**config.mk**
```make
export PLATFORM = sky130hd
export DESIGN_NAME = sound_mailbox_ctrl
export DESIGN_NICKNAME = d
export VERILOG_FILES = /design/src/rtl/sound_mailbox_ctrl.sv
export SDC_FILE = /design/constraint.sdc
export NUM_CORES = 1
export LEC_CHECK = 0
export ABC_AREA = 1
export BUFFER_PORTS_ARGS = -buffer_cell sky130_fd_sc_hd__buf_2
export CORE_MARGIN = 10
export CORE_UTILIZATION = 41
export CTS_CLUSTER_DIAMETER = 30
export DETAILED_ROUTE_END_ITERATION = 7
export GPL_TIMING_DRIVEN = 0
export PLACE_DENSITY = 0.64
export SLEW_MARGIN = 5
export SYNTH_ARGS = -nofsm -noshare
export SYNTH_HDL_FRONTEND = slang
export SYNTH_SLANG_ARGS = --single-unit
```
**constraint.sdc**
```tcl
create_clock -name CLK -period 1.9 [get_ports CLK]
set_clock_uncertainty 0.2 [all_clocks]
set_input_delay 0.19 -clock CLK [delete_from_list [all_inputs] [get_ports CLK]]
set_output_delay 0.19 -clock CLK [all_outputs]
set_load 0.01 [all_outputs]
```
**src/rtl/sound_mailbox_ctrl.sv**
```systemverilog
// Clocked 68K <-> Z80 sound mailbox.
// Synchronizes the asynchronous bus strobes and detects their edges. Latches the
// command and reply bytes and keeps the pending, reply-valid and overrun flags.
// Generates a fixed-width Z80 NMI pulse for each new command while NMI is enabled.
module sound_mailbox_ctrl #(
  parameter int NMI_CYCLES  = 8,  // NMI low-pulse width in CLK cycles (1..255)
  parameter int SYNC_STAGES = 2   // synchronizer depth for async strobes (>= 2)
) (
  input  logic       CLK,
  input  logic       nSDZ80CLR,
  input  logic       nICOM_ZONE,
  input  logic       RW,
  input  logic [7:0] M68K_DIN,
  output logic [7:0] M68K_DOUT,
  input  logic       nSDZ80R,
  input  logic       nSDZ80W,
  input  logic [7:0] SDD_IN,
  output logic [7:0] SDD_OUT,
  input  logic       NMI_EN_SET,
  input  logic       NMI_EN_CLR,
  output logic       nZ80NMI,
  output logic       CMD_PENDING,
  output logic       REP_VALID,
  output logic       OVERRUN
);

  localparam logic [1:0] ST_IDLE     = 2'd0;
  localparam logic [1:0] ST_PULSE    = 2'd1;
  localparam logic [1:0] ST_WAIT_ACK = 2'd2;

  localparam logic [7:0] CNT_LOAD = 8'(NMI_CYCLES - 1);

  // Strobe lanes. All lanes idle high, so they share one reset value.
  localparam int NSTB   = 6;
  localparam int L_WR   = 0;  // nICOM_ZONE | RW   : low while 68K writes
  localparam int L_RD   = 1;  // nICOM_ZONE | ~RW  : low while 68K reads
  localparam int L_ZR   = 2;  // nSDZ80R
  localparam int L_ZW   = 3;  // nSDZ80W
  localparam int L_ESET = 4;  // NMI_EN_SET
  localparam int L_ECLR = 5;  // NMI_EN_CLR

  logic [NSTB-1:0]                  strobe_raw;
  logic [SYNC_STAGES-1:0][NSTB-1:0] sync_q;
  logic [NSTB-1:0]                  prev_q;
  logic [NSTB-1:0]                  strobe_s;
  logic [NSTB-1:0]                  fell;
  logic [NSTB-1:0]                  rose;

  logic       wr68, rd68_end, z80rd, z80wr, en_set, en_clr;
  logic       nmi_rise, arm_wr, run;
  logic [1:0] rst_sync_q;

  logic [7:0] cmd_q, rep_q;
  logic       cmd_pending_q, rep_valid_q, overrun_q, nmi_en_q;

  logic [1:0] state_q, state_d;
  logic [7:0] cnt_q, cnt_d;

  assign strobe_raw = {NMI_EN_CLR, NMI_EN_SET, nSDZ80W, nSDZ80R,
                       nICOM_ZONE | ~RW, nICOM_ZONE | RW};

  // Synchronizer chain plus one history flop per lane for edge detection.
  always_ff @(posedge CLK or negedge nSDZ80CLR) begin
    if (!nSDZ80CLR) begin
      // NOTE: the flops reset to the idle (high) level. This way, leaving reset
      // with idle strobes does not produce a false edge.
      sync_q <= '1;
      prev_q <= '1;
    end else begin
      // NOTE: sequential state uses non-blocking assignments. Every flop then
      // samples pre-edge values, whatever order the statements appear in.
      sync_q <= {sync_q[SYNC_STAGES-2:0], strobe_raw};
      prev_q <= sync_q[SYNC_STAGES-1];
    end
  end

  assign strobe_s = sync_q[SYNC_STAGES-1];
  assign fell     = prev_q & ~strobe_s;
  assign rose     = ~prev_q & strobe_s;

  assign wr68     = fell[L_WR];
  assign rd68_end = rose[L_RD];
  assign z80rd    = fell[L_ZR];
  assign z80wr    = rose[L_ZW];
  assign en_set   = fell[L_ESET];
  assign en_clr   = fell[L_ECLR];

  // Reset release passes through two flops before the FSM may leave IDLE.
  always_ff @(posedge CLK or negedge nSDZ80CLR) begin
    if (!nSDZ80CLR) rst_sync_q <= '0;
    else            rst_sync_q <= {rst_sync_q[0], 1'b1};
  end

  assign run = rst_sync_q[1];

  // Command/reply latches and the status flags. A new write beats a same-cycle read.
  always_ff @(posedge CLK or negedge nSDZ80CLR) begin
    if (!nSDZ80CLR) begin
      cmd_q         <= 8'h00;
      rep_q         <= 8'h00;
      cmd_pending_q <= 1'b0;
      rep_valid_q   <= 1'b0;
      overrun_q     <= 1'b0;
      nmi_en_q      <= 1'b0;
    end else begin
      if (wr68) begin
        cmd_q         <= M68K_DIN;
        cmd_pending_q <= 1'b1;
        if (cmd_pending_q) overrun_q <= 1'b1;
      end else if (z80rd) begin
        cmd_pending_q <= 1'b0;
      end

      if (z80wr) begin
        rep_q       <= SDD_IN;
        rep_valid_q <= 1'b1;
      end else if (rd68_end) begin
        rep_valid_q <= 1'b0;
      end

      if (en_clr)      nmi_en_q <= 1'b0;
      else if (en_set) nmi_en_q <= 1'b1;
    end
  end

  // nmi_en going 0 -> 1 this cycle (CLR has priority over SET).
  assign nmi_rise = en_set & ~en_clr & ~nmi_en_q;
  assign arm_wr   = wr68 & nmi_en_q;

  // NMI sequencer: next-state logic.
  always_comb begin
    // NOTE: defaults first. This way, every path assigns the outputs and no latch is inferred.
    state_d = state_q;
    cnt_d   = cnt_q;
    case (state_q)
      ST_IDLE: begin
        if (run && (arm_wr || (nmi_rise && cmd_pending_q))) begin
          state_d = ST_PULSE;
          cnt_d   = CNT_LOAD;
        end
      end
      ST_PULSE: begin
        if (cnt_q == 8'd0) state_d = ST_WAIT_ACK;
        else               cnt_d   = cnt_q - 8'd1;
      end
      ST_WAIT_ACK: begin
        if (arm_wr) begin
          state_d = ST_PULSE;
          cnt_d   = CNT_LOAD;
        end else if (z80rd) begin
          state_d = ST_IDLE;
        end
      end
      default: begin
        state_d = ST_IDLE;
        cnt_d   = 8'd0;
      end
    endcase
  end

  // NMI sequencer: state and pulse counter registers.
  always_ff @(posedge CLK or negedge nSDZ80CLR) begin
    if (!nSDZ80CLR) begin
      state_q <= ST_IDLE;
      cnt_q   <= 8'd0;
    end else begin
      state_q <= state_d;
      cnt_q   <= cnt_d;
    end
  end

  assign nZ80NMI     = (state_q != ST_PULSE);
  assign SDD_OUT     = cmd_q;
  assign M68K_DOUT   = rep_q;
  assign CMD_PENDING = cmd_pending_q;
  assign REP_VALID   = rep_valid_q;
  assign OVERRUN     = overrun_q;

endmodule

```
Word level (Yosys, flattened, before mapping) --
Cells that the tools add are included.
Storage, ports and cells: register bits 50, input port bits 24, output and inout bits 20
Operators by class: $add $sub $neg 1, eq/ne operators 8, mux-type cells 15, bitwise gates (word level) 12, reductions and logical operators 11
Operators by type and width (number):
- 8-bit 2-to-1 mux | 3
- 8-bit case mux with 3 select lines | 1
- 8-bit logical NOT | 1
- 2-bit 2-to-1 mux | 4
- 2-bit != test (second input constant) | 4
- 8-bit by 1-bit subtractor with 8-bit output (second input constant) | 1
- 6-bit bitwise AND | 1
- 1-bit 2-to-1 mux | 6
- 6-bit NOT | 1
- 2-bit case mux with 3 select lines | 1
- 3-bit AND reduction | 2
- 2-bit nonzero test | 3
- 4-bit bitwise AND | 1
- 4-bit NOT | 1
- 1-bit bitwise AND | 3
- 3-bit != test (second input constant) | 1
- 1-bit NOT | 3
- 2-bit by 1-bit equality test with 1-bit output (second input constant) | 1
- 2-bit equality test (second input constant) | 1
- 1-bit logical AND | 2
- 2-bit logical NOT | 1
- 2-bit by 1-bit != test with 1-bit output (second input constant) | 1
- 1-bit bitwise OR | 2
- 2-bit AND reduction | 1
- 1-bit logical OR | 1

Logic depth before layout (Yosys ltp) --
depth after elaboration 10, depth in mapped cells 10

Worst setup path before layout --
Ideal clock, no wire load.
path kind register to register, from register prev_q[0], to register cnt_q[7], arrival time 1.318 ns, path slack 0.264 ns, cell stages (with the launch flop) 10, path buffers 1, clock period less this slack 1.636 ns, cells stage by stage dfstp_2 inv_1 nor2_4 nand2_1 nand3_1 and2_4 buf_6 nand2_8 nand2_1 nand2_1
On the way: longest elaborated chain between the ends 6, elaborated cells between the ends (all ways) 7, classes of those cells 2 x eq/ne; 2 x bitwise; 3 x reduce/logical
RTL lines:
- from (decl) | line 44 | logic [NSTB-1:0] prev_q;
- from (signal assigned) | line 73 | prev_q <= sync_q[SYNC_STAGES-1];
- 6-bit bitwise AND * | line 78 | assign fell = prev_q & ~strobe_s;
- 1-bit bitwise AND * | line 128 | assign arm_wr = wr68 & nmi_en_q;
- 1-bit logical OR | line 137 | if (run && (arm_wr || (nmi_rise && cmd_pending_q))) begin
- 1-bit logical AND | line 137
- 2-bit != test (no line)
- 3-bit AND reduction (no line) *
- to (signal assigned) | line 168 | cnt_q <= cnt_d;
- to (decl) | line 57 | logic [7:0] cnt_q, cnt_d;
Mark *: on every way between the ends. The rest lies on a longest branch, timed or not. A chain may end at the register's enable or synchronous reset.

Worst setup path after layout --
from register cnt_q[0], to register cnt_q[2]
On the way: longest elaborated chain between the ends 3, elaborated cells between the ends (all ways) 6, classes of those cells 1 x add/sub; 1 x eq/ne; 2 x mux; 2 x reduce/logical
RTL lines (line):
- 8-bit by 1-bit subtractor with 8-bit output or 8-bit logical NOT (tied branches) | 144, 143
- 8-bit 2-to-1 mux or 2-bit != test (tied branches)
- 8-bit case mux with 3 select lines or 3-bit AND reduction (tied branches)
Several ways; a longest one is shown, not always the timed one. The select of a mux whose other input is x is not followed.

==> reports/qor.tcl <==
set qor(outcome) {finished clean}
set qor(top_usage_layer) {met2}
set qor(drv.max_cap_violation_count) 0
set qor(ant_nets) 0
set qor(ff2ff_path_depth) 10
set qor(worst-r2r-setup-slack_ns) 0.16
set qor(synthCells) 188
set qor(io-pin-count) 44
set qor(share_of_total_power_in_combinational_logic) 0.324
set qor(vias) 1447
set qor(synth-async-reset-ratio) 1.00
set qor(min-delay-start) {rst_sync_q[0]$_DFF_PN0_}
set qor(synth_edf_count) 0
set qor(internal_power_uw) 1900
set qor(wl_per_cell_um) 12.3
set qor(timing.critical_path.required_ns) 1.94
set qor(critical-path-top-cell-by-count) {nand2_1}
set qor(irDropWorstVdd_uv) 710
set qor(synthesized_netlist_net_count) 214
set qor(r2r_start) {cnt_q[0]$_DFFE_PN0P_}
set qor(grt_first_pass_wirelength_um) 6890
set qor(synthesis.area_sq_um) 1970
set qor(num_antenna_cells) 0
set qor(dr.pass1.iters) 4
set qor(rsz_0062_raised_after_global_routing) {no}
set qor(gr-usage-met1) 0.128
set qor(postLayoutCoreUtil) 0.551
set qor(grt_overflow) 0
set qor(worstSetupStartpointType) {flop}
set qor(final_net_count) 289
set qor(fin_crit_ns) 1.74
set qor(finalSetupViolations) 0
set qor(postRouteWirelength_um) 3910
set qor(grt_util_met2) 0.185
set qor(cts_num_sinks) 50
set qor(grt_antenna_before_repair) 0
set qor(layout_area_overhead_pct) 31.4
set qor(gp_routability_congestion) 0.819
set qor(row_count) 25
set qor(worst_path_largest_cell_delay_ns) 0.42
set qor(via_count_of_the_first_global_routing_pass) 1479
set qor(seq_area_frac_synth) 0.647
set qor(clk_pin_slew_ns) 0.09
set qor(critPathMaxFanout) 9
set qor(worstMarginPinSlew_ns) 1.05
set qor(ratio_of_total_power_to_cell_area_nw_per_um2) 1120
set qor(vertical_die_dimension_um) 89.3
set qor(p_sw_uw) 1010
set qor(cts_made_buffers) 5
set qor(coreArea_sq_um) 4690
set qor(holdCritPathClass) {reg2reg}
set qor(htree_levels) 2
set qor(worst_setup_path_end_kind) {flop}
set qor(fin_hold_ws_ns) 0.152
set qor(ys_dominant_reg_cell) {dfrtp_1}
set qor(hold_end) {rst_sync_q[1]$_DFF_PN0_}
set qor(initial_core_util) 0.420
set qor(power_leakage_uw) 0.00129
set qor(global_route.usage.total) 0.112
set qor(leading_cell_types_in_the_layout_fill_and_taps_excluded) {nand2_1, buf_2, dfrtp_1}
set qor(synth.yosys.warnings) 0
set qor(clk_latency_ns) 0.29
set qor(use_met3) 0.0465
set qor(synthDistinctLibCells) 24
set qor(grt_max_degree) 51
set qor(drc_errors) 0
set qor(crit-reg2reg-capture) {cnt_q[2]$_DFFE_PN0P_}
set qor(stdcell_area_sq_um) 2590
set qor(timing.fmax_ghz) 0.576
set qor(route.detailed.vias_per_inst) 4.55
set qor(total_power_draw_uw) 2910
set qor(detail_route.iter0.violations) 96
set qor(postSynthRegisterBits) 50
set qor(die_area_sq_um) 7980
set qor(slew_violations) 0
set qor(critical_path.slowest_cell) {dfrtp_1}
set qor(layout_commonest_cell) {nand2_1}
set qor(hold_viol) 0
set qor(cell_chain_of_the_critical_path) {inv_1 -> ha_1 -> nand3_1 -> nor2_2 -> nand2_1 -> and2_4 -> buf_6 -> nand2_8 -> nand2_1 -> nand2_1}
set qor(clockPowerShare) 0.202
set qor(min_period_over_period) 0.913
set qor(max_slew_margin) 0.301
set qor(criticalPathCategory) {reg2reg}
set qor(post_route_cells_drive_above_1_share) 0.314
set qor(chipWidth_um) 89.3
set qor(final.setup.tns_ns) 0
set qor(port_buffers) 43
set qor(sw_frac_of_total) 0.347
set qor(seq_power_share) 0.474
set qor(synth.avg_cell_area_sq_um) 10.5
set qor(cts_tree) {built}
set qor(place_area_sq_um) 2250
set qor(clock_root_cell) {clkbuf_8}
set qor(timing.hold.worst_path_depth) 0
set qor(data_arrival_time_at_the_worst_slack_endpoint_ns) 1.78
set qor(dp_hpwl_um) 2660
set qor(cts_max_path_buffers) 2
==> power by group through the flow <==
stage                     sequential (uW)  combinational (uW)  clock (uW)
after floorplan                      1400                 631           0
after global placement               1390                 887           0
after detailed placement             1400                 903           0
after CTS                            1380                 944         615
after global routing                 1410                1100         658
final                                1380                 943         586
==> kinds of logic (layout without fill, tap and decap cells) <==
family / count (synthesis) / after routing / synth area share
adder cells (fa/ha/maj): 2 / 2 / 0.0127
XOR/XNOR: 3 / 3 / 0.0133
other: 1 / 1 / 0.00190
AND/OR/NAND/NOR: 93 / 93 / 0.205
multiplexers: 8 / 8 / 0.0457
flip-flops: 50 / 50 / 0.647
buffers and inverters: 18 / 94 / 0.0381
AO/OA/AOI/OAI: 13 / 13 / 0.0368
==> stage by stage <==
step	std cells	worst slack, ns
after floorplan	188	0.264
after global placement	285	0.0761
after detailed placement	285	0.0858
after CTS	317	0.0811
after global routing	318	0.00388
final	318	0.165
==> what timing repair did <==
action	4_1_cts	5_1_grt
setup endpoints to repair	0	9
hold endpoints to repair	54	0
buffers inserted	0	1
hold buffers	24	0
gates resized for setup	0	1
==> area by class of cell <==
type                       count  area [sq um]
timing repair buffer          68           463
inverter                      17          63.8
fill                         416          2100
tap                           54          67.6
sequential                    50          1270
clock inverter                 1          6.26
multi-input combinational    120           626
clock buffer                   7          76.3
buffer                         1          11.3
==> synthesized netlist by cell type, types with 2 or more instances <==
master     n  area share
nor2_1    17       0.032
inv_1     16       0.030
dfstp_2   18        0.24
nand2_1   57        0.11
ha_1       2       0.013
dfrtp_1   32        0.41
o21bai_1   2      0.0076
xor2_1     2      0.0089
mux2_2     8       0.046
o21ai_0    9       0.023
nand3_1   12       0.030
==> worst max-delay path by stage <==
stage                    startpoint                   end  slack (ns)  cells past startpoint
2_1_floorplan   prev_q[0]$_DFF_PN1_  cnt_q[7]$_DFFE_PN0P_        0.26                      9
4_1_cts         prev_q[0]$_DFF_PN1_  cnt_q[6]$_DFFE_PN0P_        0.08                      9
6_report       cnt_q[0]$_DFFE_PN0P_  cnt_q[2]$_DFFE_PN0P_        0.16                     10
3_3_place_gp    prev_q[0]$_DFF_PN1_  cnt_q[7]$_DFFE_PN0P_        0.08                      9
5_1_grt        cnt_q[0]$_DFFE_PN0P_  cnt_q[3]$_DFFE_PN0P_       0.004                     10
3_5_place_dp    prev_q[0]$_DFF_PN1_  cnt_q[6]$_DFFE_PN0P_        0.09                      9
==> worst max-delay path: cells and delay by family (launching register included) <==
kind                       cells  cell delay, ns
DFF                            1            0.42
buffers and inverters          2            0.28
and+or+nand+nor                7            0.61
adders and majority gates      1            0.16
==> flip-flops by register name, indices dropped and copies added, names as in the netlist <==
name,flops
prev_q,6
state_q,2
cnt_q,8
SDD_OUT,8
sync_q,6
REP_VALID,1
CMD_PENDING,1
rst_sync_q,2
strobe_s,6
nmi_en_q,1
M68K_DOUT,8
OVERRUN,1
==> layer usage <==
layer	wire (um)	share of wire	vias to the layer above
li1	-	-	733
met3	217	0.055	4
met1	1590	0.41	686
met5	0	0	-
met4	44	0.011	0
met2	2060	0.53	24
(Power assumes the default switching activity.)
